<file path="src/rtl/frame_pkg.sv">
// Shared constants and state encoding for the frame transmitter and its receive-side checker.
package frame_pkg;

  localparam int WORD_W   = 32;
  localparam int PRE_W    = 8;
  localparam int GAP_BITS = 2;
  localparam int CNT_W    = 6;

  localparam logic [PRE_W-1:0] PREAMBLE = 8'hA5;

  typedef enum logic [2:0] {
    IDLE = 3'd0,
    PRE  = 3'd1,
    DATA = 3'd2,
    PAR  = 3'd3,
    GAP  = 3'd4
  } state_t;

endpackage

</file>
<file path="src/rtl/frame_tx.sv">
// Serial frame transmitter: preamble 8'hA5, 32-bit payload MSB first, optional parity, 2 gap bits.
// Parity bit is included when FRAME_PARITY_EN is defined.
module frame_tx
  import frame_pkg::*;
(
  input  logic              clk,
  input  logic              rst_n,
  input  logic              bit_en,
  input  logic              in_valid,
  input  logic [WORD_W-1:0] data_in,
  output logic              in_ready,
  output logic              data_out,
  output logic              tx_busy,
  output logic              frame_done
);

  localparam int SH_W = PRE_W + WORD_W - 1;
  localparam logic [CNT_W-1:0] PRE_LAST  = CNT_W'(PRE_W - 1);
  localparam logic [CNT_W-1:0] DATA_LAST = CNT_W'(WORD_W - 1);
  localparam logic [CNT_W-1:0] GAP_LAST  = CNT_W'(GAP_BITS - 1);

  state_t            state;
  logic [CNT_W-1:0]  cnt;
  // Holds the bits still to be sent after the one on data_out; next bit is always the MSB.
  logic [SH_W-1:0]   shreg;
`ifdef FRAME_PARITY_EN
  logic              par_bit;
`endif

  // Handshake: a word is taken on a rising edge with in_valid=1 and in_ready=1 (IDLE only).
  assign in_ready = (state == IDLE);
  assign tx_busy  = (state != IDLE);

  always_ff @(posedge clk) begin
    if (!rst_n) begin
      state      <= IDLE;
      cnt        <= '0;
      shreg      <= '0;
      data_out   <= 1'b0;
      frame_done <= 1'b0;
`ifdef FRAME_PARITY_EN
      par_bit    <= 1'b0;
`endif
    end else begin
      frame_done <= 1'b0;
      case (state)
        IDLE: begin
          if (in_valid) begin
            shreg    <= {PREAMBLE[PRE_W-2:0], data_in};
            data_out <= PREAMBLE[PRE_W-1];
            cnt      <= '0;
            state    <= PRE;
`ifdef FRAME_PARITY_EN
            par_bit  <= ^data_in;
`endif
          end
        end
        PRE: begin
          if (bit_en) begin
            data_out <= shreg[SH_W-1];
            shreg    <= shreg << 1;
            if (cnt == PRE_LAST) begin
              cnt   <= '0;
              state <= DATA;
            end else begin
              cnt <= cnt + 1'b1;
            end
          end
        end
        DATA: begin
          if (bit_en) begin
            if (cnt == DATA_LAST) begin
              cnt <= '0;
`ifdef FRAME_PARITY_EN
              data_out <= par_bit;
              state    <= PAR;
`else
              data_out <= 1'b0;
              state    <= GAP;
`endif
            end else begin
              data_out <= shreg[SH_W-1];
              shreg    <= shreg << 1;
              cnt      <= cnt + 1'b1;
            end
          end
        end
`ifdef FRAME_PARITY_EN
        PAR: begin
          if (bit_en) begin
            data_out <= 1'b0;
            state    <= GAP;
          end
        end
`endif
        GAP: begin
          if (bit_en) begin
            if (cnt == GAP_LAST) begin
              cnt        <= '0;
              state      <= IDLE;
              frame_done <= 1'b1;
            end else begin
              cnt <= cnt + 1'b1;
            end
          end
        end
        default: begin
          state    <= IDLE;
          cnt      <= '0;
          data_out <= 1'b0;
        end
      endcase
    end
  end

endmodule

</file>
<file path="config.mk">
export PLATFORM = sky130hd
export DESIGN_NAME = frame_tx
export DESIGN_NICKNAME = d
export VERILOG_FILES = /design/src/rtl/frame_pkg.sv /design/src/rtl/frame_tx.sv
export SDC_FILE = /design/constraint.sdc
export NUM_CORES = 1
export LEC_CHECK = 0
export CELL_PAD_IN_SITES_DETAIL_PLACEMENT = 1
export CELL_PAD_IN_SITES_GLOBAL_PLACEMENT = 1
export CORE_ASPECT_RATIO = 0.5
export CORE_MARGIN = 2
export CORE_UTILIZATION = 37
export CTS_CLUSTER_SIZE = 20
export DETAILED_ROUTE_END_ITERATION = 12
export HOLD_SLACK_MARGIN = 0.12
export PLACE_DENSITY_LB_ADDON = 0.1
export SYNTH_ARGS = -nofsm -noshare
export SYNTH_HDL_FRONTEND = slang
export SYNTH_SLANG_ARGS = --single-unit
export TNS_END_PERCENT = 50
</file>
<file path="constraint.sdc">
create_clock -name clk -period 1.8 [get_ports clk]
set_input_delay 0.27 -clock clk [delete_from_list [all_inputs] [get_ports clk]]
set_output_delay 0.27 -clock clk [all_outputs]
set_load 0.02 [all_outputs]
</file>
Word-level counts from Yosys, hierarchy flattened
Index checks and enable logic that the tools add are counted.
{"block": "word_totals", "word_cells": 56, "input_bits": 36, "ff_bits": 50}
{"block": "op_classes", "eq_ne": 14, "muxes": 27, "add_sub_neg": 1, "n_bitwise": 1, "n_reduce_logical": 8}
{"op": "$mux W39", "count": 4}
{"op": "$pmux W39 S3", "count": 1}
{"op": "$mux W6", "count": 7}
{"op": "$pmux W6 S4", "count": 1}
{"op": "$mux W3", "count": 7}
{"op": "$ne A2 B2 Y1 const B", "count": 8}
{"op": "$pmux W3 S4", "count": 1}
{"op": "$reduce_and A4 Y1", "count": 2}
{"op": "$reduce_and A7 Y1", "count": 1}
{"op": "$add A6 B1 Y6 const B", "count": 1}
{"op": "$eq A6 B1 Y1 const B", "count": 1}
{"op": "$eq A6 B3 Y1 const B", "count": 1}
{"op": "$eq A6 B5 Y1 const B", "count": 1}
{"op": "$reduce_bool A3 Y1", "count": 2}
{"op": "$mux W1", "count": 5}
{"op": "$reduce_and A5 Y1", "count": 1}
{"op": "$pmux W1 S4", "count": 1}
{"op": "$eq A3 B1 Y1 const B", "count": 1}
{"op": "$eq A3 B2 Y1 const B", "count": 1}
{"op": "$eq A3 B3 Y1 const B", "count": 1}
{"op": "$logic_not A3 Y1", "count": 1}
{"op": "$reduce_and A3 Y1", "count": 1}
{"op": "$not A1 Y1", "count": 1}

Depth between registers and ports, before layout
{"block": "depth", "depth_word": 4, "ltp_mapped": 7, "mapped_depth_nobuf": 7}

Worst setup path before layout
OpenSTA, ideal clock, no wires.
{"block": "synth_path", "kind": "register -> register", "startpoint": "register cnt[0]", "endpoint": "register shreg[33]", "path_stages_with_launch": 7, "arrival_ns": 1.765, "path_buffers": 2, "setup_slack_ns": -0.090, "path_cell_list": "dfxtp_1 ha_1 and3b_1 clkbuf_1 o41ai_4 buf_2 o22ai_1"}
{"block": "synth_via", "elab_chain_cells": 3}
{"item": "start, declared", "line": "frame_tx.sv:23", "rtl": "logic [CNT_W-1:0] cnt;"}
{"item": "start signal, assigned", "line": "frame_tx.sv:66", "rtl": "cnt <= cnt + 1'b1;"}
{"item": "start signal, assigned", "line": "frame_tx.sv:84", "rtl": "cnt <= cnt + 1'b1;"}
{"item": "start signal, assigned", "line": "frame_tx.sv:103", "rtl": "cnt <= cnt + 1'b1;"}
{"item": "$eq A6 B5 Y1", "line": "frame_tx.sv:72", "rtl": "if (cnt == DATA_LAST) begin"}
{"item": "$ne A2 B2 Y1 (no line)"}
{"item": "$reduce_and A5 Y1 (no line)"}
{"item": "end signal, assigned", "line": "frame_tx.sv:49", "rtl": "shreg <= {PREAMBLE[PRE_W-2:0], data_in};"}
{"item": "end signal, assigned", "line": "frame_tx.sv:61", "rtl": "shreg <= shreg << 1;"}
{"item": "end signal, assigned", "line": "frame_tx.sv:83", "rtl": "shreg <= shreg << 1;"}
{"item": "end, declared", "line": "frame_tx.sv:25", "rtl": "logic [SH_W-1:0] shreg;"}
No other way between the ends.
A chain may end at the register's enable or synchronous reset.

Final worst setup path
{"block": "layout_path", "startpoint": "register cnt[0]", "endpoint": "register shreg[7]"}
Same word-level chain as after synthesis.

==> impl_metrics.env <==
export IMPL_cts_tree="yes"
export IMPL_holdCritPathClass="register to register"
export IMPL_wl_per_cell_um=15.2
export IMPL_seqPwrFrac_pct=32.0
export IMPL_vias=2071
export IMPL_avgSynthCellArea_um2=10.1
export IMPL_grtUsageTotal_pct=16.5
export IMPL_power_switching_w=0.00184
export IMPL_max_stage_delay_ns=0.34
export IMPL_antenna_found_initial=0
export IMPL_switching_share_pct=37.0
export IMPL_power_frac_comb_pct=48.0
export IMPL_p_leak_nw=1.28
export IMPL_synth_top_cells_by_count="dfxtp_1, nor2_1, mux2i_1, a211oi_2, nand2_1"
export IMPL_multi_input_area_mm2=0.00141
export IMPL_timing_fmax_ghz=0.581
export IMPL_ctsLongestPathBuffers=2
export IMPL_io_pins=40
export IMPL_seq_area_mm2=0.00100
export IMPL_path_max_fanout=11
export IMPL_vias_per_cell=5.15
export IMPL_whs_ns=0.472
export IMPL_clock_latency_ns=0.30
export IMPL_placed_area_mm2=0.00318
export IMPL_powerDensity_mw_per_mm2=1440
export IMPL_rsz0062_at_grt="yes"
export IMPL_syn_area_mm2=0.00251
export IMPL_cts_buffers=5
export IMPL_drt_pre_antenna_iters=4
export IMPL_drt_total_wl_um=6090
export IMPL_synth_area_leaders="dfxtp_1, a211oi_2, mux2i_1, nor2_1, buf_6"
export IMPL_hold_viol=0
export IMPL_rrSetupSlack_ns=0.08
export IMPL_synth_edf_count=0
export IMPL_dieArea_mm2=0.00750
export IMPL_cts_hold_buf=0
export IMPL_setup_violations=0
export IMPL_final_cell_area_mm2=0.00345
export IMPL_ys_seq_area_share_pct=39.9
export IMPL_grt_pass1_wl_um=9800
export IMPL_final_antenna_net_count=0
export IMPL_fin_setup_tns_ns=0
export IMPL_crit_path_end_kind="register"
export IMPL_drt_iter0_markers=88
export IMPL_fin_skew_ns=0.0111
export IMPL_finalMaxSlewViolations=0
export IMPL_grt_ovfl_total=0
export IMPL_die_w_um=120
export IMPL_ys_warn_count=0
export IMPL_post_place_ws_ns=-0.281
export IMPL_critPathLaunchType="register"
export IMPL_synth_main_ff_cell="dfxtp_1"
export IMPL_grt_max_degree=33
export IMPL_r2r_end="shreg[7]$_SDFFE_PN0P_"
export IMPL_synth_nets=287
export IMPL_fin_util_pct=52.2
export IMPL_endpoint="shreg[7]$_SDFFE_PN0P_"
export IMPL_period_minus_slack_ns=1.72
export IMPL_synth_top_area_share_pct=39.9
export IMPL_cts_root_buffer="clkbuf_16"
export IMPL_die_h_um=62.2
export IMPL_fin_nets=347
export IMPL_synth_seq_cells=50
export IMPL_reg2reg_from="cnt[0]$_SDFFE_PN0P_"
export IMPL_cts_sinks=50
export IMPL_worstRegToRegCells=7
export IMPL_period_share_pct=95.6
export IMPL_required_ns=1.99
export IMPL_internal_power_w=0.00313
export IMPL_slew_headroom_pct=73.4
export IMPL_coreArea_mm2=0.00662
export IMPL_hpwlAfterDp_um=4210
export IMPL_htreeDepth=2
export IMPL_areaGrowthSynthToFinish_pct=37.7
export IMPL_grt_pass1_vias=2176
export IMPL_p_clk_share_pct=20.0
export IMPL_rows=21
export IMPL_peakVddDrop_mv=0.525
export IMPL_synth_most_common_cell="dfxtp_1"
export IMPL_cp_cell_sequence="ha_2, and3b_2, o41ai_4, buf_6, buf_4, clkbuf_16, a211oi_2"
export IMPL_ys_async_sr_fraction_pct=0
export IMPL_place_congestion=0.820
export IMPL_path_class="register to register"
export IMPL_crit_path_start="cnt[0]$_SDFFE_PN0P_"
export IMPL_max_cap_violations=0
export IMPL_fillers=731
export IMPL_clk_pin_slew_ns=0.07
export IMPL_synthCells=249
export IMPL_slowest_stage="dfxtp_2"
export IMPL_yosys_area_top_type="dfxtp_1"
export IMPL_layout_drive_gt1_share_pct=30.3
export IMPL_drcViolationCount=0
export IMPL_worst_pin_slew_ns=0.393
export IMPL_portBuffers=39
export IMPL_status="complete, no violations"
export IMPL_start_util_pct=37.9
export IMPL_arrival_ns=1.91
export IMPL_diodes=0
export IMPL_yosysUniqueCellTypes=44
export IMPL_layout_setup_ws_ns=0.0787
[critical path: cells and delay by family, from the launching register on]
kind            cells  cell delay, ns
compound gates      2            0.29
fa+ha+maj           1            0.20
buf+inv             3            0.50
flops               1            0.34
simple gates        1            0.27
[stage by stage]
stage | power (W) | std cells
after floorplan | 0.00313 | 249
final | 0.00497 | 402
after global routing | 0.00532 | 402
after detailed placement | 0.00380 | 389
after global placement | 0.00371 | 389
after CTS | 0.00483 | 397
[area by class of cell]
| class | count | area share (%) |
|---|---|---|
| Clock buffer | 5 | 3.62 |
| Clock inverter | 3 | 0.833 |
| Inverter | 5 | 0.543 |
| Multi-Input combinational cell | 173 | 40.8 |
| Sequential cell | 50 | 29.0 |
| Tap cell | 92 | 3.33 |
| Timing Repair Buffer | 74 | 21.8 |
[logic make-up (layout without fill, tap and decap cells)]
| kind of cell | count (synthesis) | count (layout) | share of synthesized area, % |
|---|---|---|---|
| adders and majority gates | 2 | 2 | 0.997 |
| DFF | 50 | 50 | 39.9 |
| xor gates and xnor gates | 4 | 4 | 1.40 |
| AOI/OAI and AO/OA | 64 | 64 | 26.5 |
| muxes | 32 | 32 | 12.8 |
| buffers and inverters | 26 | 87 | 5.69 |
| and+or+nand+nor | 71 | 71 | 12.7 |
[metal layers]
metal	global-route usage, %	wire length (um)
met2	29.9	2920
met5	0	0
met1	18.8	2880
met4	5.23	74
met3	4.60	220
[cells in the final DEF (no fill, tap or decap), types with 4 or more instances in the layout]
cell type        netlist  final
clkbuf_16              0      7
mux2i_1               32     32
clkdlybuf4s50_1        0     37
inv_1                  4      4
dfxtp_1               50     48
a211oi_2              31     31
nand2_1               12     11
buf_12                 0      4
buf_4                  2     26
nor2_1                38     38
a21oi_1                5      5
o22ai_1                5      5
[power groups by stage]
stage,sequential [W],clock (W),combinational [W]
2_1_floorplan,0.00155,0,0.00158
3_3_place_gp,0.00160,0,0.00211
3_5_place_dp,0.00161,0,0.00219
4_1_cts,0.00159,0.00102,0.00222
5_1_grt,0.00163,0.00108,0.00261
6_report,0.00159,0.000992,0.00238
[sequential cells by signal, summed over array words and instances (netlist names)]
name	flops
cnt	6
data_out	1
frame_done	1
shreg	39
state	3
[worst min-delay path by stage]
stage / cells after the start / startpoint / end
2_1_floorplan: 1 / bit_en / data_out$_SDFFE_PN0P_
3_3_place_gp: 2 / shreg[33]$_SDFFE_PN0P_ / shreg[33]$_SDFFE_PN0P_
3_5_place_dp: 2 / shreg[32]$_SDFFE_PN0P_ / shreg[33]$_SDFFE_PN0P_
4_1_cts: 2 / shreg[32]$_SDFFE_PN0P_ / shreg[33]$_SDFFE_PN0P_
5_1_grt: 2 / shreg[33]$_SDFFE_PN0P_ / shreg[33]$_SDFFE_PN0P_
6_report: 2 / shreg[32]$_SDFFE_PN0P_ / shreg[33]$_SDFFE_PN0P_
[timing repair]
| action | CTS | global route |
|---|---|---|
| gates cloned | 0 | 2 |
| resized for setup | 9 | 8 |
| pin swaps | 1 | 2 |
| setup buffers | 0 | 3 |
| setup endpoints to repair | 13 | 43 |
(Power assumes the default switching activity.)
